<file path="src/rtl/circle_tracer.sv">
// Runs a lit segment (plus optional tail) around the outer ring of a row of
// 7-segment digits, clockwise, counter-clockwise or ping-pong, with a prescaled step rate.
module circle_tracer #(
  parameter int NUM_DISPLAYS = 6,
  parameter int TRAIL_LEN    = 1,
  parameter int DIV_W        = 24,
  parameter int PATH_LEN     = 2 * NUM_DISPLAYS + 4,
  parameter int POS_W        = $clog2(PATH_LEN)
) (
  input  logic                      clk_i,
  input  logic                      rst_i,
  input  logic                      en_i,
  input  logic [1:0]                mode_i,
  input  logic [DIV_W-1:0]          step_div_i,
  output logic [7*NUM_DISPLAYS-1:0] seg_o,
  output logic [POS_W-1:0]          head_pos_o,
  output logic                      dir_o,
  output logic                      wrap_o
);

  localparam int SEG_W  = 7 * NUM_DISPLAYS;
  localparam int HIST_D = (TRAIL_LEN > 1) ? TRAIL_LEN - 1 : 1;
  localparam logic [POS_W-1:0] LAST_POS = POS_W'(PATH_LEN - 1);
  localparam logic [POS_W-1:0] ZERO_POS = {POS_W{1'b0}};
  localparam logic [POS_W-1:0] ONE_POS  = {{(POS_W-1){1'b0}}, 1'b1};

  // Ring position to one-hot segment vector: top row, right side, bottom row reversed, left side.
  function automatic logic [SEG_W-1:0] pos_mask(input logic [POS_W-1:0] pos);
    int p;
    int bit_idx;
    logic [SEG_W-1:0] one;
    p   = int'(pos);
    one = {{(SEG_W-1){1'b0}}, 1'b1};
    if (p < NUM_DISPLAYS) begin
      bit_idx = 7 * p;
    end else if (p == NUM_DISPLAYS) begin
      bit_idx = 7 * (NUM_DISPLAYS - 1) + 1;
    end else if (p == NUM_DISPLAYS + 1) begin
      bit_idx = 7 * (NUM_DISPLAYS - 1) + 2;
    end else if (p <= 2 * NUM_DISPLAYS + 1) begin
      bit_idx = 7 * (2 * NUM_DISPLAYS + 1 - p) + 3;
    end else if (p == 2 * NUM_DISPLAYS + 2) begin
      bit_idx = 4;
    end else if (p == 2 * NUM_DISPLAYS + 3) begin
      bit_idx = 5;
    end else begin
      bit_idx = -1;
    end
    if (bit_idx >= 0) begin
      pos_mask = one << bit_idx;
    end else begin
      pos_mask = {SEG_W{1'b0}};
    end
  endfunction

  logic [DIV_W-1:0]             cnt_r;
  logic [POS_W-1:0]             head_r;
  logic                         dir_r;
  logic                         wrap_r;
  logic [SEG_W-1:0]             seg_r;
  logic [HIST_D-1:0][POS_W-1:0] hist_r;

  logic                         active_s;
  logic                         tick_s;
  logic [POS_W-1:0]             head_nxt_s;
  logic                         dir_nxt_s;
  logic                         wrap_nxt_s;
  logic [HIST_D-1:0][POS_W-1:0] hist_nxt_s;
  logic [SEG_W-1:0]             acc_s [HIST_D+1];
  logic [SEG_W-1:0]             seg_nxt_s;

  // A lowered step_div_i below the running count must still fire, hence >=.
  assign active_s = en_i && (mode_i != 2'b11);
  assign tick_s   = active_s && (cnt_r >= step_div_i);

  // Next head position, direction and wrap flag for the current mode.
  always_comb begin
    head_nxt_s = head_r;
    dir_nxt_s  = dir_r;
    wrap_nxt_s = 1'b0;
    case (mode_i)
      2'b00: begin
        dir_nxt_s = 1'b0;
        if (head_r == LAST_POS) begin
          head_nxt_s = ZERO_POS;
          wrap_nxt_s = 1'b1;
        end else begin
          head_nxt_s = head_r + ONE_POS;
        end
      end
      2'b01: begin
        dir_nxt_s = 1'b1;
        if (head_r == ZERO_POS) begin
          head_nxt_s = LAST_POS;
          wrap_nxt_s = 1'b1;
        end else begin
          head_nxt_s = head_r - ONE_POS;
        end
      end
      2'b10: begin
        if (!dir_r && (head_r == LAST_POS)) begin
          dir_nxt_s  = 1'b1;
          head_nxt_s = LAST_POS - ONE_POS;
          wrap_nxt_s = 1'b1;
        end else if (dir_r && (head_r == ZERO_POS)) begin
          dir_nxt_s  = 1'b0;
          head_nxt_s = ONE_POS;
          wrap_nxt_s = 1'b1;
        end else if (dir_r) begin
          head_nxt_s = head_r - ONE_POS;
        end else begin
          head_nxt_s = head_r + ONE_POS;
        end
      end
      default: begin
        head_nxt_s = head_r;
        dir_nxt_s  = dir_r;
        wrap_nxt_s = 1'b0;
      end
    endcase
  end

  assign hist_nxt_s[0] = head_r;
  assign acc_s[0]      = pos_mask(head_nxt_s);
  for (genvar i = 1; i < HIST_D; i++) begin : g_hist
    assign hist_nxt_s[i] = hist_r[i-1];
  end
  // Entries beyond the trail length exist only to keep the array non-empty.
  for (genvar i = 0; i < HIST_D; i++) begin : g_trail
    assign acc_s[i+1] = acc_s[i] | ((i < TRAIL_LEN - 1) ? pos_mask(hist_nxt_s[i]) : {SEG_W{1'b0}});
  end
  assign seg_nxt_s = acc_s[HIST_D];

  // Prescaler, head state, trail history and registered outputs.
  always_ff @(posedge clk_i) begin
    if (rst_i) begin
      cnt_r  <= {DIV_W{1'b0}};
      head_r <= ZERO_POS;
      dir_r  <= 1'b0;
      wrap_r <= 1'b0;
      hist_r <= '0;
      seg_r  <= {{(SEG_W-1){1'b0}}, 1'b1};
    end else if (tick_s) begin
      cnt_r  <= {DIV_W{1'b0}};
      head_r <= head_nxt_s;
      dir_r  <= dir_nxt_s;
      wrap_r <= wrap_nxt_s;
      hist_r <= hist_nxt_s;
      seg_r  <= seg_nxt_s;
    end else if (active_s) begin
      cnt_r  <= cnt_r + {{(DIV_W-1){1'b0}}, 1'b1};
      wrap_r <= 1'b0;
    end else begin
      wrap_r <= 1'b0;
    end
  end

  assign seg_o      = seg_r;
  assign head_pos_o = head_r;
  assign dir_o      = dir_r;
  assign wrap_o     = wrap_r;

endmodule

</file>
<file path="config.mk">
export PLATFORM = sky130hd
export DESIGN_NAME = circle_tracer
export DESIGN_NICKNAME = d
export VERILOG_FILES = /design/src/rtl/circle_tracer.sv
export SDC_FILE = /design/constraint.sdc
export NUM_CORES = 1
export LEC_CHECK = 0
export ABC_CLOCK_PERIOD_IN_PS = 9300
export CORE_AREA = 4 4 124 115
export CTS_CLUSTER_DIAMETER = 30
export CTS_CLUSTER_SIZE = 24
export DETAILED_ROUTE_END_ITERATION = 16
export DIE_AREA = 0 0 128 119
export SLEW_MARGIN = 25
export SYNTH_ARGS = -nofsm -noshare
export SYNTH_HDL_FRONTEND = slang
export SYNTH_SLANG_ARGS = --single-unit
</file>
<file path="constraint.sdc">
create_clock -name clk_i -period 9.3 [get_ports clk_i]
set_input_delay 1.86 -clock clk_i [delete_from_list [all_inputs] [get_ports clk_i]]
set_output_delay 1.86 -clock clk_i [all_outputs]
set_load 0.05 [all_outputs]
</file>
== After elaboration in Yosys (flattened, before gate mapping) ==
Cells that the tools add are included.

* Bits in registers: 72
* Bits of input ports: 29
* Output and inout port bits: 48

* Add/sub/neg operators: 5
* Multiply operators: 2
* Order comparisons: 4
* Equal/unequal tests: 9
* Shifts and indexed selects: 1
* Mux-type cells: 21
* Bitwise logic cells: 1
* Reduce and logical (&&, ||, !) cells: 11

{| class="wikitable"
|+ Operator list
! kind !! number
|-
| 2-to-1 mux 32 bit || 6
|-
| 2-to-1 mux 42 bit || 1
|-
| left shift 1 x 32 -> 42 bit, first input constant || 1
|-
| greater-or-equal comparator 32 x 1 -> 1 bit, second input constant || 1
|-
| adder 24 x 1 -> 24 bit, second input constant || 1
|-
| greater-or-equal comparator 24 bit || 1
|-
| 2-to-1 mux 4 bit || 5
|-
| == test 4 bit, second input constant || 3
|-
| case mux 4 bit (3 select lines) || 1
|-
| adder 9 x 3 -> 10 bit, second input constant || 1
|-
| multiplier 4 x 5 -> 9 bit, first input constant || 1
|-
| multiplier 3 x 4 -> 7 bit, first input constant || 1
|-
| 2-to-1 mux 1 bit || 6
|-
| case mux 1 bit (3 select lines) || 2
|-
| subtractor 4 x 4 -> 5 bit, first input constant || 1
|-
| adder 4 x 1 -> 4 bit, second input constant || 1
|-
| == test 4 x 1 -> 1 bit, second input constant || 1
|-
| == test 4 x 2 -> 1 bit, second input constant || 1
|-
| <= comparator 4 bit, second input constant || 1
|-
| logical AND 1 bit || 4
|-
| logical NOT 4 bit || 1
|-
| < comparator 4 x 3 -> 1 bit, second input constant || 1
|-
| OR reduction 2 bit || 2
|-
| subtractor 4 x 1 -> 4 bit, second input constant || 1
|-
| 9 further kinds || 9
|}

== Longest topological paths before layout ==
* Depth in word-level cells: 14
* Depth in mapped cells: 25
* Depth with buffers taken out: 23

== Worst setup path before layout ==
No wires, ideal clock.

* Path kind: input to register
* From: input port mode_i[0]
* To: register seg_r[19] (netlist: seg_o[19])
* Setup time: 85 ps
* Arrival: 7357 ps
* Path slack: 1858 ps
* Stages: 25
* Path buffers: 2
* Cell sequence: inv_1 > ha_1 > buf_2 > nand2b_1 > o211ai_1 > a221oi_1 > inv_1 > ha_1 > ha_1 > inv_1 > ha_1 > inv_1 > fa_1 > inv_1 > ha_1 > and3_1 > nand2_1 > a211oi_1 > o41ai_4 > nor2_1 > a221oi_2 > a22oi_2 > or4b_1 > buf_2 > o31ai_2

* Longest elaborated chain between the ends: 11
* Elaborated cells on any way between the ends: 26
* Classes of those cells: 2 x add/sub; 2 x mul; 3 x order compare; 7 x eq/ne; 1 x shift; 8 x mux; 3 x reduce/logical

{| class="wikitable"
|+ RTL lines
! element !! line !! text
|-
| from (decl) || 13 || <nowiki>input logic [1:0] mode_i,</nowiki>
|-
| == test 2 bit, or another cell as far along || 81 || <nowiki>case (mode_i)</nowiki>
|-
| case mux 4 bit (3 select lines) * || 81 ||
|-
| named net head_nxt_s[2] || 65 || <nowiki>logic [POS_W-1:0] head_nxt_s;</nowiki>
|-
| subtractor 4 x 4 -> 5 bit / == test 4 x 1 -> 1 bit (equally long branches) || 41, 44 ||
|-
| multiplier 4 x 5 -> 9 bit / 2-to-1 mux 32 bit (equally long branches) || 41, 44 ||
|-
| adder 9 x 3 -> 10 bit / 2-to-1 mux 32 bit (equally long branches) || 41, 42 ||
|-
| 2-to-1 mux 32 bit || 40 || <nowiki>end else if (p <= 2 * NUM_DISPLAYS + 1) begin</nowiki>
|-
| 2-to-1 mux 32 bit || 38 || <nowiki>end else if (p == NUM_DISPLAYS + 1) begin</nowiki>
|-
| 2-to-1 mux 32 bit || 36 || <nowiki>end else if (p == NUM_DISPLAYS) begin</nowiki>
|-
| 2-to-1 mux 32 bit * || 34 || <nowiki>if (p < NUM_DISPLAYS) begin</nowiki>
|-
| greater-or-equal comparator 32 x 1 -> 1 bit / left shift 1 x 32 -> 42 bit (equally long branches) || 49, 50 ||
|-
| 2-to-1 mux 42 bit * || 49 || <nowiki>if (bit_idx >= 0) begin</nowiki>
|-
| to (signal assigned) || 142 || <nowiki>seg_r <= {{(SEG_W-1){1'b0}}, 1'b1};</nowiki>
|-
| to (signal assigned) || 149 || <nowiki>seg_r <= seg_nxt_s;</nowiki>
|-
| to (decl) || 60 || <nowiki>logic [SEG_W-1:0] seg_r;</nowiki>
|}

The timed path passes the listed nets; every way through them passes the cells marked *.
A chain may end at the register's enable or synchronous reset.

== Worst setup path after layout ==
* From: input port mode_i[0]
* To: register seg_r[9] (netlist: seg_o[9])

Same word-level chain as after synthesis.

==> out/results.txt <==
Skew-Pair Late Insertion Delay -> 0.33 ns
Post-Syn Instances -> 599
Worst reg2reg path endpoint -> seg_o[9]
Root Driver -> clkbuf_16
Top cells by area, synth -> dfxtp_1 28%, ha_1 13%, nand2_1 4.9%, inv_1 3.8%, nor2_1 3.7%
EDFF count, synth -> 0
Starting Density -> 39.2%
Chip width -> 128 µm
Least-Margin Pin Slew -> 0.903 ns
Final worst slack -> 1.10 ns
Clock slew at reported path FFs -> 0.06 ns
MaxCap Viol Count -> 0
YS warnings -> 0
# setup viols final -> 0
Top cell family by delay on the critical path -> adder cells
Die Ht -> 119 µm
Synthesized net count -> 687
Critical-path maximum fanout -> 12
Commonest cells in the netlist -> 72 x dfxtp_1, 67 x nand2_1, 53 x ha_1
Fraction of the mapped netlist area in adder cells -> 15.4%
Post-Synth XOR/XNOR Area -> 5.50%
Largest family of logic cells by synthesized area -> compound AO/OA/AOI/OAI gates
Placer Congestion -> 0.868
Ant diodes -> 0
NumNets Final -> 756
Iteration-0 DRC Markers -> 291
Most numerous cell in the Yosys netlist -> dfxtp_1
RSZ-0062 raised after global routing -> false
Fin Hold WS -> 0.450 ns
Final Max Tran Viols -> 0
Pwr dens -> 155 nW/µm²
DP HPWL -> 10400 µm
Mux cell area share after synthesis -> 0.589%
Pin count of the biggest net entering global routing -> 42
Total gr overflow -> 0
Clock skew -> 0.0111 ns
Most Frequent Cell on Critical Path -> ha_1
Number of global-route vias before repair -> 4318
Syn avg cell area -> 8.51 µm²
P&R area growth vs syn -> 24.5%
Initial antenna violation count -> 0
Drt via density -> 5.49
Crit path arrival time -> 8.47 ns
Worst Setup Start Kind -> input pin
I/O pins -> 77
Setup TNS -> 0 ns
Core area -> 13000 µm²
Max-slew headroom -> 39.8%
Worst Min Path Start -> seg_o[34]
# DRC -> 0
Post-CTS setup buffer count -> 0
Die ar. -> 15200 µm²
Hold EP -> seg_o[34]
Post-synthesis async set-or-reset flop share -> 0%
Final hold vios -> 0
Antenna viol nets, final -> 0
Worst r2r src -> head_pos_o[0]
Post-Place Cells -> 825
CTS resizes -> 0
Drt total wl -> 13300 µm
First-pass GRT wire length -> 21700 µm
GRT Total Usage -> 17.2%
Seq/Total Area, Yosys -> 28.3%
Simple-gate share of the synthesized area -> 19.6%
Setup CP Type -> input pin to flip-flop
Fin crit share -> 88.2%
Crit. End Element -> flip-flop
Slowest CP cell -> nor4_1
Post-synthesis compound-gate area fraction -> 24.7%
CTS tree -> built
Tmin final -> 8.20 ns
WP data required -> 9.57 ns
Pre-CTS setup slack -> 0.726 ns
Worst-case reg-to-reg path depth -> 23
LEAKAGE -> 2.57 nW
Outcome -> finished, final reports clean
Cell Chain, Critical Path -> clkdlybuf4s50_1 -> ha_1 -> inv_1 -> nand2_1 -> o31ai_4 -> inv_2 -> ha_1 -> ha_1 -> inv_1 -> ha_1 -> inv_1 -> fa_1 -> inv_1 -> ha_1 -> and3_1 -> nand2_1 -> a211oi_1 -> o41ai_4 -> nor2_1 -> a221oi_2 -> a22oi_2 -> nor4_1 -> a32o_1
Clk sinks -> 72
Clock Path Buffers -> 2
Worst vdd ir -> 0.000100 V
Hold Path Depth -> 2
Post-Syn Area -> 5100 µm²
Critical path buffers and inverters -> 6
Non-Filler Instances -> 841
Max incr delay on CP -> 0.76 ns
Synth cell types -> 85
Synth top area share -> 28.3%
Top FF cell, synth -> dfxtp_1
Register bit total from synthesis -> 72
Routed vias -> 4619
Hold-fix buffers, CTS -> 0
H-tree Lvls -> 3
DR WL/cell -> 15.8 µm
PortBufs -> 76
First-pass DRT Iterations -> 5
Layout cells sized above 1 -> 8.02%
Max Clk Rate -> 122 MHz
R2R Setup Slk -> 2.40 ns
Post-synth top area cell -> dfxtp_1
Core Rows -> 40
Worst Hold Class -> flip-flop to flip-flop
Num CTS Buffers -> 9
-- worst min-delay path, stage by stage (launching register included) --
cell and delay [ns]:
dfxtp_1 0.32, nand2_1 0.05, o31ai_1 0.05
-- through the flow --
step	utilization, %	cell area, µm²	power, W
detailed placement	46.1	5990	0.000583
finish	48.8	6340	0.000984
CTS	48.8	6340	0.000986
global placement	46.0	5990	0.000582
floorplan	-	5100	0.000511
global route	48.8	6340	0.00103
-- cells in the final DEF (no fill, tap or decap), drive strengths merged, types with 4 or more instances in the layout --
cell type      synthesis  layout
a31oi                  8       8
nor4                   4       4
nand2b                 6       6
dfxtp                 72      72
o21ai                 23      23
inv                   55      57
ha                    53      53
nor2b                  8       8
a21oi                 26      26
o211ai                 6       6
nand4                  7       7
a32o                  14      14
o311a                  4       4
nand3                 17      17
nor2                  50      50
clkdlybuf4s50          0      76
o31ai                 27      27
clkbuf                11      10
nor3                   6       6
o21a                   5       5
xor2                  18      18
a21o                   5       5
fa                     6       6
xnor2                 14      14
and2                   6       6
nand2                 69      69
a211oi                 8       8
and3                   8       8
-- per-layer routing --
metal / global-route usage (%) / up-vias / wire length [µm]
met5: 0 / - / 0
met1: 24.9 / 2176 / 6390
met2: 26.8 / 129 / 6040
met3: 2.60 / 18 / 662
met4: 4.24 / 0 / 185
li1: - / 2296 / -
-- cell families (layout without fill, tap and decap cells) --
| kind of cell | after synthesis | after routing |
|---|---|---|
| and+or+nand+nor | 202 | 202 |
| AOI/OAI and AO/OA | 156 | 156 |
| buffers and inverters | 75 | 149 |
| DFF | 72 | 72 |
| adders and majority gates | 59 | 59 |
| xor gates and xnor gates | 32 | 32 |
| muxes | 3 | 3 |
-- worst max-delay path by stage --
stage	startpoint	endpoint	slack, ns	depth (start not counted)
after floorplan	mode_i[0]	seg_o[19]	1.86	25
after global placement	mode_i[0]	seg_o[21]	0.77	23
after detailed placement	mode_i[0]	seg_o[2]	0.73	23
after CTS	mode_i[0]	seg_o[19]	1.05	23
after global routing	mode_i[0]	seg_o[4]	0.63	23
final	mode_i[0]	seg_o[9]	1.10	23
-- area by class of cell --
cell class | count | area, µm²
clock buffer | 10 | 239
clock inverter | 6 | 113
fill | 1260 | 6670
inverter | 55 | 206
multi-input combinational | 452 | 3360
sequential | 72 | 1440
tap | 168 | 210
timing repair buffer | 78 | 776
-- flip-flops by register name, summed over array words and instances (netlist names) --
signal / count
seg_o: 42
head_pos_o: 4
dir_o: 1
cnt_r: 24
wrap_o: 1
-- where the power goes --
part | switching, W | internal [W]
Combinational | 0.000174 | 0.0000961
Clock | 0.000133 | 0.000271
Sequential | 0.000000740 | 0.000309
Total | 0.000308 | 0.000676
Power figures use the tool's default switching activity.
